==> src/rtl/fphub_sqrt_arbiter.sv <==
// fphub_sqrt_arbiter
//   Shares one FPHUB sqrt core among NREQ requesters. Requesters are picked
//   round-robin. The arbiter drives the core's start/finish handshake, captures
//   the result and the special-case flag, and returns them to the granted
//   requester over a valid/ready response channel. Only one operation is in
//   flight at any time.
//
// Ports
//   clk, rst_l          clock; asynchronous active-low reset (also resets the core)
//   req_valid/req_ready per-requester request; req_ready is a one-hot accept strobe
//   req_x               packed operands, requester i at [i*(M+E+1) +: M+E+1]
//   resp_valid/ready    one-hot response valid to the owner; per-requester accept
//   resp_res/special    shared result word and special-case flag
//   resp_err            watchdog timeout flag (always 0 unless the watchdog is built)
//   sq_*                interface to the single sqrt core instance
//
// Optional build macro: FPHUB_SQRT_ARB_TIMEOUT_EN adds a watchdog in WAIT. If the
//   core does not finish within TIMEOUT cycles, the arbiter responds with an
//   all-ones result, special=1 and err=1.
module fphub_sqrt_arbiter #(
  parameter int M       = 23,
  parameter int E       = 8,
  parameter int NREQ    = 4,
  parameter int TIMEOUT = 64
) (
  input  logic                      clk,
  input  logic                      rst_l,
  input  logic [NREQ-1:0]           req_valid,
  input  logic [NREQ*(M+E+1)-1:0]   req_x,
  output logic [NREQ-1:0]           req_ready,
  output logic [NREQ-1:0]           resp_valid,
  input  logic [NREQ-1:0]           resp_ready,
  output logic [M+E:0]              resp_res,
  output logic                      resp_special,
  output logic                      resp_err,
  output logic                      sq_start,
  output logic [M+E:0]              sq_x,
  input  logic [M+E:0]              sq_res,
  input  logic                      sq_finish,
  input  logic                      sq_computing,
  input  logic                      sq_special
);

  localparam int          W  = M + E + 1;
  localparam int          PW = $clog2(NREQ);
  localparam int unsigned NR = NREQ;

  if (NREQ < 2 || NREQ > 16 || TIMEOUT < 1) begin : g_param_check
    $error("fphub_sqrt_arbiter: parameter out of range");
  end

  typedef enum logic [1:0] {IDLE, ISSUE, WAIT, RESP} state_t;

  state_t          state;
  logic [PW-1:0]   rr_ptr;
  logic [PW-1:0]   grant_q;
  logic [W-1:0]    x_q;
  logic [W-1:0]    res_q;
  logic            special_q;
  logic [PW-1:0]   sel;
  logic            found;
  int unsigned     idx;

`ifdef FPHUB_SQRT_ARB_TIMEOUT_EN
  localparam int CW = ($clog2(TIMEOUT + 1) > 8) ? $clog2(TIMEOUT + 1) : 8;
  logic [CW-1:0]   wd_cnt;
  logic            err_q;
`endif

  // First requesting index at or above rr_ptr, wrapping modulo NREQ.
  always_comb begin
    found = 1'b0;
    sel   = '0;
    idx   = '0;
    for (int unsigned k = 0; k < NR; k++) begin
      idx = (32'(rr_ptr) + k) % NR;
      if (!found && req_valid[idx[PW-1:0]]) begin
        found = 1'b1;
        sel   = idx[PW-1:0];
      end
    end
  end

  always_comb begin
    req_ready  = '0;
    resp_valid = '0;
    if (state == IDLE && found) req_ready[sel] = 1'b1;
    if (state == RESP)          resp_valid[grant_q] = 1'b1;
  end

  assign sq_start     = (state == ISSUE) && !sq_computing;
  assign sq_x         = (state == ISSUE || state == WAIT) ? x_q : '0;
  assign resp_res     = (state == RESP) ? res_q : '0;
  assign resp_special = (state == RESP) && special_q;
`ifdef FPHUB_SQRT_ARB_TIMEOUT_EN
  assign resp_err     = (state == RESP) && err_q;
`else
  assign resp_err     = 1'b0;
`endif

  always_ff @(posedge clk or negedge rst_l) begin
    if (!rst_l) begin
      state     <= IDLE;
      rr_ptr    <= '0;
      grant_q   <= '0;
      x_q       <= '0;
      res_q     <= '0;
      special_q <= 1'b0;
`ifdef FPHUB_SQRT_ARB_TIMEOUT_EN
      wd_cnt    <= '0;
      err_q     <= 1'b0;
`endif
    end else begin
      case (state)
        IDLE: begin
          if (found) begin
            x_q     <= req_x[32'(sel)*W +: W];
            grant_q <= sel;
            rr_ptr  <= (sel == PW'(NREQ - 1)) ? '0 : sel + 1'b1;
            state   <= ISSUE;
          end
        end
        ISSUE: begin
          if (!sq_computing) begin
            state  <= WAIT;
`ifdef FPHUB_SQRT_ARB_TIMEOUT_EN
            wd_cnt <= '0;
`endif
          end
        end
        WAIT: begin
          if (sq_finish) begin
            res_q     <= sq_res;
            special_q <= sq_special;
            state     <= RESP;
          end
`ifdef FPHUB_SQRT_ARB_TIMEOUT_EN
          // Last allowed WAIT cycle: give up on the core. A later
          // sq_finish lands outside WAIT and is ignored.
          else if (wd_cnt == CW'(TIMEOUT - 1)) begin
            res_q     <= '1;
            special_q <= 1'b1;
            err_q     <= 1'b1;
            state     <= RESP;
          end else begin
            wd_cnt <= wd_cnt + 1'b1;
          end
`endif
        end
        RESP: begin
          if (resp_ready[grant_q]) begin
`ifdef FPHUB_SQRT_ARB_TIMEOUT_EN
            err_q <= 1'b0;
`endif
            state <= IDLE;
          end
        end
        default: state <= IDLE;
      endcase
    end
  end

endmodule

==> config.mk <==
export PLATFORM = sky130hd
export DESIGN_NAME = fphub_sqrt_arbiter
export DESIGN_NICKNAME = d
export VERILOG_FILES = /design/src/rtl/fphub_sqrt_arbiter.sv
export SDC_FILE = /design/constraint.sdc
export NUM_CORES = 1
export LEC_CHECK = 0
export ABC_AREA = 0
export CORE_MARGIN = 3
export CORE_UTILIZATION = 30
export CTS_CLUSTER_DIAMETER = 60
export DETAILED_ROUTE_END_ITERATION = 10
export GPL_TIMING_DRIVEN = 0
export PLACE_DENSITY = 0.65
export RECOVER_POWER = 100
export SLEW_MARGIN = 20
export SYNTH_ARGS = -nofsm -noshare
export SYNTH_HDL_FRONTEND = slang
export SYNTH_SLANG_ARGS = --single-unit
export TNS_END_PERCENT = 30
==> constraint.sdc <==
create_clock -name clk -period 2.15 [get_ports clk]
set_input_delay 0.3225 -clock clk [delete_from_list [all_inputs] [get_ports clk]]
set_output_delay 0.3225 -clock clk [all_outputs]
set_load 0.03 [all_outputs]
==> impl_metrics.ini, run 1 <==
[outcome]
outcome = finished with violations
violated_checks = negative setup slack

[floorplan]
fp.dieArea_um2 = 16800
floorplan.initialDensity = 0.312
placeableCoreArea_um2 = 14800
num_rows = 44
ios = 248
die_y_um = 130
die_width_um = 130

[power_and_ir_drop]
vdd_ir_drop_max_v = 0.000614
power.density_nw_per_um2 = 1460
power_leakage_nw = 3.33

[cells_and_area]
layout.area.seq_um2 = 1780
number_of_inserted_diodes = 0
drive_above_1_share = 0.309
postLayoutCoreUtil = 0.518
most_used_cells_in_the_layout_excluding_fill_and_tap_cells = sky130_fd_sc_hd__clkdlybuf4s50_1, sky130_fd_sc_hd__dfrtp_1, sky130_fd_sc_hd__and2_1, sky130_fd_sc_hd__and3_1
fillerInstances = 1398
mostFrequentLayoutCell = sky130_fd_sc_hd__clkdlybuf4s50_1
area_growth_pct = 66.3
multi_input_comb_area_um2 = 2660
finalNetCount = 912
final_design_area_no_fill_um2 = 7650

[sta]
worst_slew_margin_rel = 0.363
finalSetupViolations = 2
hold_viol_final = 0
timing.clock.skew_ns = 0.00661
tightestPinTransition_ns = 0.956
layout_setup_ws_ns = -0.0349
finalMaxSlewViolations = 0
layout_worst_path_cycle_share = 1.02
final.min_clock_period_ns = 2.18
timing.fmax_mhz = 458
rsz_0062_raised_after_global_routing = yes

[worst_setup_path]
cp-end-kind = output pin
critical_path.max_stage_delay_ns = 0.42
cpMaxStageDelayCell = sky130_fd_sc_hd__dfrtp_2
timing.rr.start = rr_ptr[1]
series_of_cell_instances_along_the_critical_path = mux2i_1 -> a2bb2oi_2 -> buf_4 -> nand2_4 -> buf_12 -> inv_6 -> ha_4 -> and2_4 -> buf_6
worst_ep_arrival_ns = 1.86
critPathMaxFanout = 7
crit_required_ns = 1.83
timing.reg2reg.setup_slack_ns = 0.11
crit_type = reg -> out
crit_path_launch_type = register
worst-r2r-cell-count = 10
rr_endpoint = x_q[18]

[global_routing]
grt_max_degree = 38
grt_antenna_before_repair = 0
wire_length_of_the_first_global_routing_pass_um = 25300
grt_overflow_total = 0
global_route.usage.total = 0.193
grt_pass1_vias = 4721

[drt]
firstDrtPassIters = 4
drt.antenna.violating_nets = 0
wl_um = 17000
avgRoutedWirePerCell_um = 18.4
vias_per_cell = 4.94
dr.first_iter.drc_count = 160
routed-via-count = 4560
detail_route.drc_violations = 0

[logic_synthesis]
postSynth.asyncResetShare = 1.00
synth_ff_type = sky130_fd_sc_hd__dfrtp_1
netlist_area_um2 = 4600
synth-seq-area-share = 0.386
mapped_cells = 463
synth_top_cells_by_area = sky130_fd_sc_hd__dfrtp_1, sky130_fd_sc_hd__and2_1, sky130_fd_sc_hd__and3_1
post_synth_edffs = 0
synthDistinctLibCells = 38
synthDominantAreaCellType = sky130_fd_sc_hd__dfrtp_1
count_of_state_elements_after_synthesis = 71
synthDominantCellAreaShare = 0.386
synth_fp_nets = 641
syn_area_per_cell_um2 = 9.93
ys_warn_count = 0

[cts]
clock_path_buffers = 2
cts_root_buf = sky130_fd_sc_hd__clkbuf_16
worst_setup_hold_path_clk_slew_ns = 0.06
clkSinkCount = 71
htree_num_levels = 3
clock_latency_ns = 0.34
cts_tree = done
cts_made_buffers = 9

[place]
dp_hpwl_um = 13300
routabilityCongestion = 0.845
place_area_um2 = 7310
numPortBuffers = 246

[min_path]
worst_hold_path_type = reg -> reg
hold_path_startpoint = res_q[9]
sink_of_the_worst_hold_path = res_q[9]
hold-path-cell-count = 1

[flow_run]
maxCapViolCount = 0
[kinds of logic (layout without fill, tap and decap cells)]
| kind of cell | count (synthesis) | in the layout | share of synthesized area |
|---|---|---|---|
| AND/OR/NAND/NOR | 226 | 226 | 0.300 |
| AO/OA/AOI/OAI | 76 | 76 | 0.155 |
| flip-flops | 71 | 71 | 0.386 |
| buffers and inverters | 49 | 325 | 0.0566 |
| multiplexers | 35 | 35 | 0.0879 |
| adder cells (fa/ha/maj) | 5 | 5 | 0.0136 |
| other | 1 | 1 | 0.000816 |
[worst max path at each step]
stage / end / cells past startpoint / slack [ns] / from
floorplan: req_ready[0] / 7 / 0.06 / state[0]
global placement: x_q[13] / 1 / -1.88 / rst_l
detailed placement: req_ready[3] / 10 / -0.92 / req_valid[3]
CTS: req_ready[1] / 8 / -0.20 / state[0]
global route: req_ready[3] / 9 / -0.13 / rr_ptr[1]
finish: req_ready[3] / 9 / -0.03 / rr_ptr[1]
[worst max-delay path, delay by kind of cell (launching register included)]
kind	cells	cell delay, ns
buffers and inverters	4	0.43
flip-flops	1	0.42
multiplexers	1	0.23
AND/OR/NAND/NOR	2	0.21
adder cells (fa/ha/maj)	1	0.14
AO/OA/AOI/OAI	1	0.09
[Yosys cell counts, types with 7 or more instances]
master	n
sky130_fd_sc_hd__a211oi_1	36
sky130_fd_sc_hd__a211oi_2	28
sky130_fd_sc_hd__and2_1	67
sky130_fd_sc_hd__and3_1	65
sky130_fd_sc_hd__buf_2	13
sky130_fd_sc_hd__clkbuf_1	16
sky130_fd_sc_hd__dfrtp_1	71
sky130_fd_sc_hd__inv_1	7
sky130_fd_sc_hd__mux2_2	33
sky130_fd_sc_hd__nand2_1	13
sky130_fd_sc_hd__nor2_1	37
sky130_fd_sc_hd__nor3_1	11
sky130_fd_sc_hd__nor3_2	22
[what timing repair did]
action	in CTS	in global routing
endpoints found under the setup margin	74	65
pin swaps	2	3
buffers inserted	7	8
hold endpoints to repair	34	0
gates resized for setup	235	80
hold buffers	1	0
cloned	0	1
[metrics by stage]
step | TNS [ns] | hold WS (ns) | power [mW] | cells | setup slack [ns]
floorplan | 0 | 0.0269 | 6.92 | 463 | 0.0550
global placement | -152.26 | 0.479 | 9.69 | 893 | -1.88
detailed placement | -21.52 | 0.328 | 9.77 | 894 | -0.920
CTS | -0.507 | 0.500 | 11.3 | 917 | -0.200
global route | -0.627 | 0.505 | 11.9 | 923 | -0.133
finish | -0.0369 | 0.497 | 11.2 | 923 | -0.0349
[flip-flops by register name, summed over array words and instances (netlist names)]
name,flops
x_q,32
special_q,1
grant_q,2
rr_ptr,2
res_q,32
state,2
[layer usage]
metal | track usage | part of all wire | vias up | routed length [um]
li1 | - | - | 2196 | -
met1 | 0.241 | 0.43 | 2135 | 7320
met2 | 0.322 | 0.47 | 210 | 7980
met3 | 0.0577 | 0.083 | 19 | 1410
met4 | 0.0605 | 0.016 | 0 | 272
met5 | 0 | 0 | - | 0
[layout make-up]
cell class,instances,area share
clock inverter,6,0.0123
multi-input combinational,343,0.347
sequential,71,0.232
timing repair buffer,264,0.308
tap,184,0.0301
clock buffer,10,0.0312
buffer,38,0.0345
inverter,7,0.00409
[report_power, final]
part           switching, mW  internal [mW]
sequential             0.350           2.03
combinational           4.18           2.98
clock                  0.600           1.05
total                   5.13           6.07
(Power assumes the default switching activity.)
==> inputs of run 2 (changes only) <==
ABC_AREA = not set   (was 0)
==> results of run 2 <==
Same layout as run 1: the final DEF is identical, and so are final timing and power.
==> inputs of run 3 (changes only) <==
SLEW_MARGIN = not set   (was 20)
==> results of run 3 <==
Same layout as run 1: the final DEF is identical, and so are final timing and power.
